<file path="src/rtl/clk_div_cfg_arb.sv">
// Round-robin owner of a clock divider's configuration port. Each granted request is
// applied glitch-free: gate the divided clock, load, wait for done, ungate, acknowledge.
module clk_div_cfg_arb #(
    parameter int unsigned NUM_REQ         = 2,
    parameter int unsigned DIV_VALUE_WIDTH = 32,
    parameter int unsigned GATE_CYCLES     = 4,
    parameter int unsigned TIMEOUT_CYCLES  = 256,
    parameter int unsigned RESET_DIV       = 0
) (
    input  logic                               clk_i,
    input  logic                               rst_n_i,
    input  logic [NUM_REQ-1:0]                 req_i,
    input  logic [NUM_REQ*DIV_VALUE_WIDTH-1:0] div_val_i,
    input  logic [NUM_REQ-1:0]                 clk_init_i,
    input  logic [NUM_REQ-1:0]                 force_i,
    output logic [NUM_REQ-1:0]                 ack_o,
    output logic [NUM_REQ-1:0]                 err_o,
    output logic                               busy_o,
    output logic [DIV_VALUE_WIDTH-1:0]         div_o,
    output logic                               clk_init_o,
    output logic                               div_valid_o,
    input  logic                               div_ready_i,
    input  logic                               div_done_i,
    output logic                               clk_en_o
);
    localparam int unsigned CNT_MAX = (GATE_CYCLES > TIMEOUT_CYCLES) ? GATE_CYCLES : TIMEOUT_CYCLES;
    localparam int unsigned CNT_W   = $clog2(CNT_MAX) + 1;
    localparam int unsigned PTR_W   = (NUM_REQ > 1) ? $clog2(NUM_REQ) : 1;

    typedef enum logic [2:0] {
        S_IDLE,
        S_GATE,
        S_LOAD,
        S_WAIT,
        S_UNGATE,
        S_ACK
    } state_e;

    state_e                      state_q, state_d;
    logic [CNT_W-1:0]            cnt_q, cnt_d, cnt_sat;
    logic [PTR_W-1:0]            ptr_q, ptr_d;
    logic [PTR_W-1:0]            gnt_q, gnt_d;
    logic                        err_flag_q, err_flag_d;
    logic [DIV_VALUE_WIDTH-1:0]  div_q, div_d;
    logic                        init_q, init_d;
    logic                        clk_en_q, clk_en_d;
    logic                        valid_q, valid_d;
    logic [NUM_REQ-1:0]          ack_q, ack_d;
    logic [NUM_REQ-1:0]          err_q, err_d;
    logic                        busy_q, busy_d;

    logic                        win_found;
    logic [PTR_W-1:0]            win_idx;
    logic [DIV_VALUE_WIDTH-1:0]  win_div;

    // (ptr + ofs) mod NUM_REQ without a divider
    function automatic logic [PTR_W-1:0] rr_idx(input logic [PTR_W-1:0] ptr, input int unsigned ofs);
        int unsigned s;
        s = 32'(ptr) + ofs;
        if (s >= NUM_REQ) begin
            s = s - NUM_REQ;
        end
        return PTR_W'(s);
    endfunction

    // Round-robin search starting at the pointer
    always_comb begin
        win_found = 1'b0;
        win_idx   = '0;
        for (int unsigned i = 0; i < NUM_REQ; i++) begin
            if (!win_found && req_i[rr_idx(ptr_q, i)]) begin
                win_found = 1'b1;
                win_idx   = rr_idx(ptr_q, i);
            end
        end
        win_div = div_val_i[32'(win_idx)*DIV_VALUE_WIDTH +: DIV_VALUE_WIDTH];
    end

    assign cnt_sat = (cnt_q == '1) ? cnt_q : cnt_q + CNT_W'(1);

    always_comb begin
        state_d    = state_q;
        cnt_d      = cnt_q;
        ptr_d      = ptr_q;
        gnt_d      = gnt_q;
        err_flag_d = err_flag_q;
        div_d      = div_q;
        init_d     = init_q;
        clk_en_d   = clk_en_q;
        valid_d    = 1'b0;
        ack_d      = '0;
        err_d      = '0;
        unique case (state_q)
            S_IDLE: begin
                if (win_found) begin
                    gnt_d  = win_idx;
                    ptr_d  = rr_idx(win_idx, 1);
                    div_d  = win_div;
                    init_d = clk_init_i[win_idx];
                    if ((win_div == div_q) && !force_i[win_idx]) begin
                        state_d        = S_ACK;
                        ack_d[win_idx] = 1'b1;
                    end else begin
                        state_d  = S_GATE;
                        clk_en_d = 1'b0;
                        cnt_d    = '0;
                    end
                end
            end
            S_GATE: begin
                if (cnt_q == CNT_W'(GATE_CYCLES - 1)) begin
                    state_d = S_LOAD;
                    valid_d = 1'b1;
                end else begin
                    cnt_d = cnt_sat;
                end
            end
            S_LOAD: begin
                if (div_ready_i) begin
                    state_d = S_WAIT;
                    cnt_d   = '0;
                end else begin
                    valid_d = 1'b1;
                end
            end
            S_WAIT: begin
                // done has priority over a coincident timeout
                if (div_done_i) begin
                    state_d  = S_UNGATE;
                    clk_en_d = 1'b1;
                end else if (cnt_q == CNT_W'(TIMEOUT_CYCLES - 1)) begin
                    state_d    = S_UNGATE;
                    clk_en_d   = 1'b1;
                    err_flag_d = 1'b1;
                end else begin
                    cnt_d = cnt_sat;
                end
            end
            S_UNGATE: begin
                state_d      = S_ACK;
                ack_d[gnt_q] = 1'b1;
                err_d[gnt_q] = err_flag_q;
            end
            S_ACK: begin
                state_d    = S_IDLE;
                err_flag_d = 1'b0;
            end
            default: state_d = S_IDLE;
        endcase
        busy_d = (state_d != S_IDLE);
    end

    always_ff @(posedge clk_i or negedge rst_n_i) begin
        if (!rst_n_i) begin
            state_q    <= S_IDLE;
            cnt_q      <= '0;
            ptr_q      <= '0;
            gnt_q      <= '0;
            err_flag_q <= 1'b0;
            div_q      <= DIV_VALUE_WIDTH'(RESET_DIV);
            init_q     <= 1'b0;
            clk_en_q   <= 1'b1;
            valid_q    <= 1'b0;
            ack_q      <= '0;
            err_q      <= '0;
            busy_q     <= 1'b0;
        end else begin
            state_q    <= state_d;
            cnt_q      <= cnt_d;
            ptr_q      <= ptr_d;
            gnt_q      <= gnt_d;
            err_flag_q <= err_flag_d;
            div_q      <= div_d;
            init_q     <= init_d;
            clk_en_q   <= clk_en_d;
            valid_q    <= valid_d;
            ack_q      <= ack_d;
            err_q      <= err_d;
            busy_q     <= busy_d;
        end
    end

    assign ack_o       = ack_q;
    assign err_o       = err_q;
    assign busy_o      = busy_q;
    assign div_o       = div_q;
    assign clk_init_o  = init_q;
    assign div_valid_o = valid_q;
    assign clk_en_o    = clk_en_q;

endmodule

</file>
<file path="config.mk">
export PLATFORM = sky130hd
export DESIGN_NAME = clk_div_cfg_arb
export DESIGN_NICKNAME = d
export VERILOG_FILES = /design/src/rtl/clk_div_cfg_arb.sv
export SDC_FILE = /design/constraint.sdc
export NUM_CORES = 1
export LEC_CHECK = 0
export ABC_AREA = 1
export CAP_MARGIN = 10
export CORE_MARGIN = 2
export CORE_UTILIZATION = 51
export DETAILED_ROUTE_END_ITERATION = 12
export GPL_TIMING_DRIVEN = 0
export PLACE_DENSITY = 0.86
export SYNTH_ARGS = -nofsm -noshare
export SYNTH_HDL_FRONTEND = slang
export SYNTH_SLANG_ARGS = --single-unit
</file>
<file path="constraint.sdc">
create_clock -name clk_i -period 6.6 [get_ports clk_i]
set_clock_uncertainty 0.05 [all_clocks]
set_input_delay 0.66 -clock clk_i [delete_from_list [all_inputs] [get_ports clk_i]]
set_output_delay 0.66 -clock clk_i [all_outputs]
set_load 0.02 [all_outputs]
</file>
==> impl_metrics.json <==
{
  "drt_iter0_drc": 334,
  "slowest_delay_ns": 0.57,
  "wl_per_cell_um": 14.8,
  "grt_max_degree": 38,
  "place.gp.congestion": 0.915,
  "yosysWarnings": 0,
  "synth-seq-cells": 55,
  "final_nets": 761,
  "synth-edff-count": 0,
  "grt_usage": 0.292,
  "max_slew_margin": 0.549,
  "io_pins": 114,
  "cellPowerDensity_nw_per_um2": 392,
  "cts-hold-fix-buffers": 0,
  "cts_root_buffer": "clkbuf_8",
  "vias_per_cell": 5.43,
  "crit_top_cell": "nand2_1",
  "cp.required_ns": 6.80,
  "cp_max_fo": 10,
  "rsz0062_at_grt": "false",
  "outcome": "completed",
  "post_cts_buffers": 0,
  "finalHoldViolCount": 0,
  "crit_path_end_kind": "register",
  "finalWirelength_um": 11600,
  "via_count": 4254,
  "use_met1": 0.356,
  "drv_cap": 0,
  "antenna_cells": 0,
  "grt_pass1_vias": 4250,
  "finalSetupViolCount": 0,
  "htreeDepth": 2,
  "drv_slew": 0,
  "worst_pin_slew_ns": 0.672,
  "grt_pass1_wl_um": 19400,
  "synth_commonest_cells": "188 x nand2_1, 87 x inv_1, 76 x nand3_1, 54 x dfrtp_1, 39 x nor2_1",
  "max_freq_ghz": 0.348,
  "synth_flop_cell": "dfrtp_1",
  "total_leakage_power_nw": 2.60,
  "ant_nets": 0,
  "die_h_um": 89.8,
  "synth_top_cell_by_area": "dfrtp_1",
  "clk_latency_ns": 0.31,
  "synth_area_um2": 3760,
  "synth_most_common_cell": "nand2_1",
  "synth_nets": 641,
  "use_met3": 0.0520,
  "tns_ns": 0,
  "overflow": 0,
  "clkTransAtPathRegs_ns": 0.10,
  "start_kind": "input pin",
  "die_w_um": 89.8,
  "fin_area_um2": 5130,
  "cts_tree": "built",
  "postSynthCellCount": 564,
  "syn_area_per_cell_um2": 6.66,
  "dpl.hpwl_um": 8930,
  "crit_path_top_delay_cell": "a21oi_2",
  "hold_path.class": "in -> async",
  "start_util": 0.523,
  "place.port_buffers": 112,
  "fp-row-count": 31,
  "yosysUniqueCellTypes": 32,
  "antenna_found_initial": 0,
  "coreArea_um2": 7180,
  "r2r_setup_slack_ns": 3.95,
  "die_area_um2": 8070,
  "netlist.area_leader.share": 0.360,
  "cts_resized": 0,
  "dpl_cell_area_um2": 5020,
  "arrival_ns": 3.08,
  "busiest_layer": "met2",
  "synthToLayoutAreaGrowth_pct": 36.7,
  "min_period_ns": 2.88,
  "drt-pass1-iter-count": 5,
  "drive_gt1_frac": 0.0526,
  "reg2regPathDepth": 14,
  "met2_usage": 0.516,
  "synthTopCellsByArea": "dfrtp_1 36%, nand2_1 19%, nand3_1 10%",
  "crit_chain": "clkdlybuf4s50_1 > a21oi_2 > nand2_1 > nand2_1 > nand2_1 > nand2_1 > nand2_1 > nor2_1 > nand2_1 > nor2_4 > nand3_4 > nand2_4 > nand2_1 > nand2_1",
  "vdd_drop_max_uv": 207,
  "yosysSeqAreaShare": 0.367,
  "period_share": 0.436,
  "critPathKind": "in -> reg",
  "drc": 0,
  "clock-sinks": 55,
  "fill_cells": 600,
  "clockBufferDepth": 2,
  "cts_buffers": 5,
  "ys_async_sr_fraction": 1.00
}
## final timing paths
path | startpoint | to
setup / recovery | req_i[0] | cnt_q[8]$_DFFE_PN0P_
hold / removal | rst_n_i | cnt_q[3]$_DFFE_PN0P_
setup reg to reg | cnt_q[0]$_DFFE_PN0P_ | cnt_q[8]$_DFFE_PN0P_
hold reg to reg | clk_init_o$_DFFE_PN0P_ | clk_init_o$_DFFE_PN0P_
max in group asynchronous | rst_n_i | clk_en_o$_DFFE_PN1P_
min in group clk_i | clk_init_o$_DFFE_PN0P_ | clk_init_o$_DFFE_PN0P_
## layout make-up
cell class | instances | area (um^2) | share of cell area
well taps | 99 | 124 | 0.0241
clock buffers | 6 | 82.6 | 0.0161
plain buffers | 19 | 130 | 0.0253
repair buffers | 113 | 1140 | 0.221
flip-flops and latches | 55 | 1380 | 0.268
clock inverters | 2 | 35.0 | 0.00682
inverters | 90 | 338 | 0.0658
multi-input cells | 400 | 1910 | 0.372
## per-layer routing
layer  part of all wire  routed length, um
met4              0.023                272
met2               0.51               5900
met1               0.39               4570
met3              0.076                888
met5                  0                  0
## flip-flops by register name (all words and copies together), names as in the netlist, 2 cells and up
register	flops
err_o	2
div_o	32
cnt_q	9
ack_o	2
state_q	3
## cells in the final DEF, fill, tap and decap left out, drive strengths merged
cell type        n
nand2          191
clkdlybuf4s50  111
inv             90
nand3           77
dfrtp           54
nor2            42
o21ai           38
nand3b          20
buf             14
clkbuf          13
nand4            5
xor2             5
a21oi            5
nor3             4
ha               3
xnor2            2
nor3b            2
o31ai            1
o211ai           1
or2              1
and2             1
o22ai            1
nor4             1
dfstp            1
clkinv           1
bufinv           1
## critical path: cells and delay by family
kind                   cells  cell delay, ns
buffers and inverters      1            0.52
and+or+nand+nor           12            1.32
AOI/OAI and AO/OA          1            0.57
## where the power goes
part / leakage, nW / switching [mW] / internal, mW
clock: 0.0612 / 0.115 / 0.123
combinational: 1.85 / 0.696 / 0.468
sequential: 0.694 / 0.133 / 0.476
## cells by family (layout without fill, tap and decap cells)
family,count (synthesis),count (layout),share of synthesized area
simple gates,344,344,0.418
buf+inv,109,230,0.125
flops,55,55,0.367
compound gates,46,46,0.0640
xor+xnor,7,7,0.0163
fa+ha+maj,3,3,0.00999
## stage by stage
| stage | std cells | setup WS (ns) | utilization | total power [mW] | hold WS [ns] |
|---|---|---|---|---|---|
| after global routing | 784 | 3.58 | 0.715 | 2.16 | 0.257 |
| after CTS | 784 | 3.78 | 0.715 | 2.00 | 0.233 |
| after detailed placement | 776 | 3.47 | 0.699 | 1.76 | 0.443 |
| after floorplan | 564 | 4.34 | - | 1.28 | 0.314 |
| after global placement | 775 | 3.06 | 0.697 | 1.71 | 0.431 |
| final | 784 | 3.72 | 0.715 | 2.01 | 0.224 |
No activity file was read; power rests on OpenSTA's default activity.
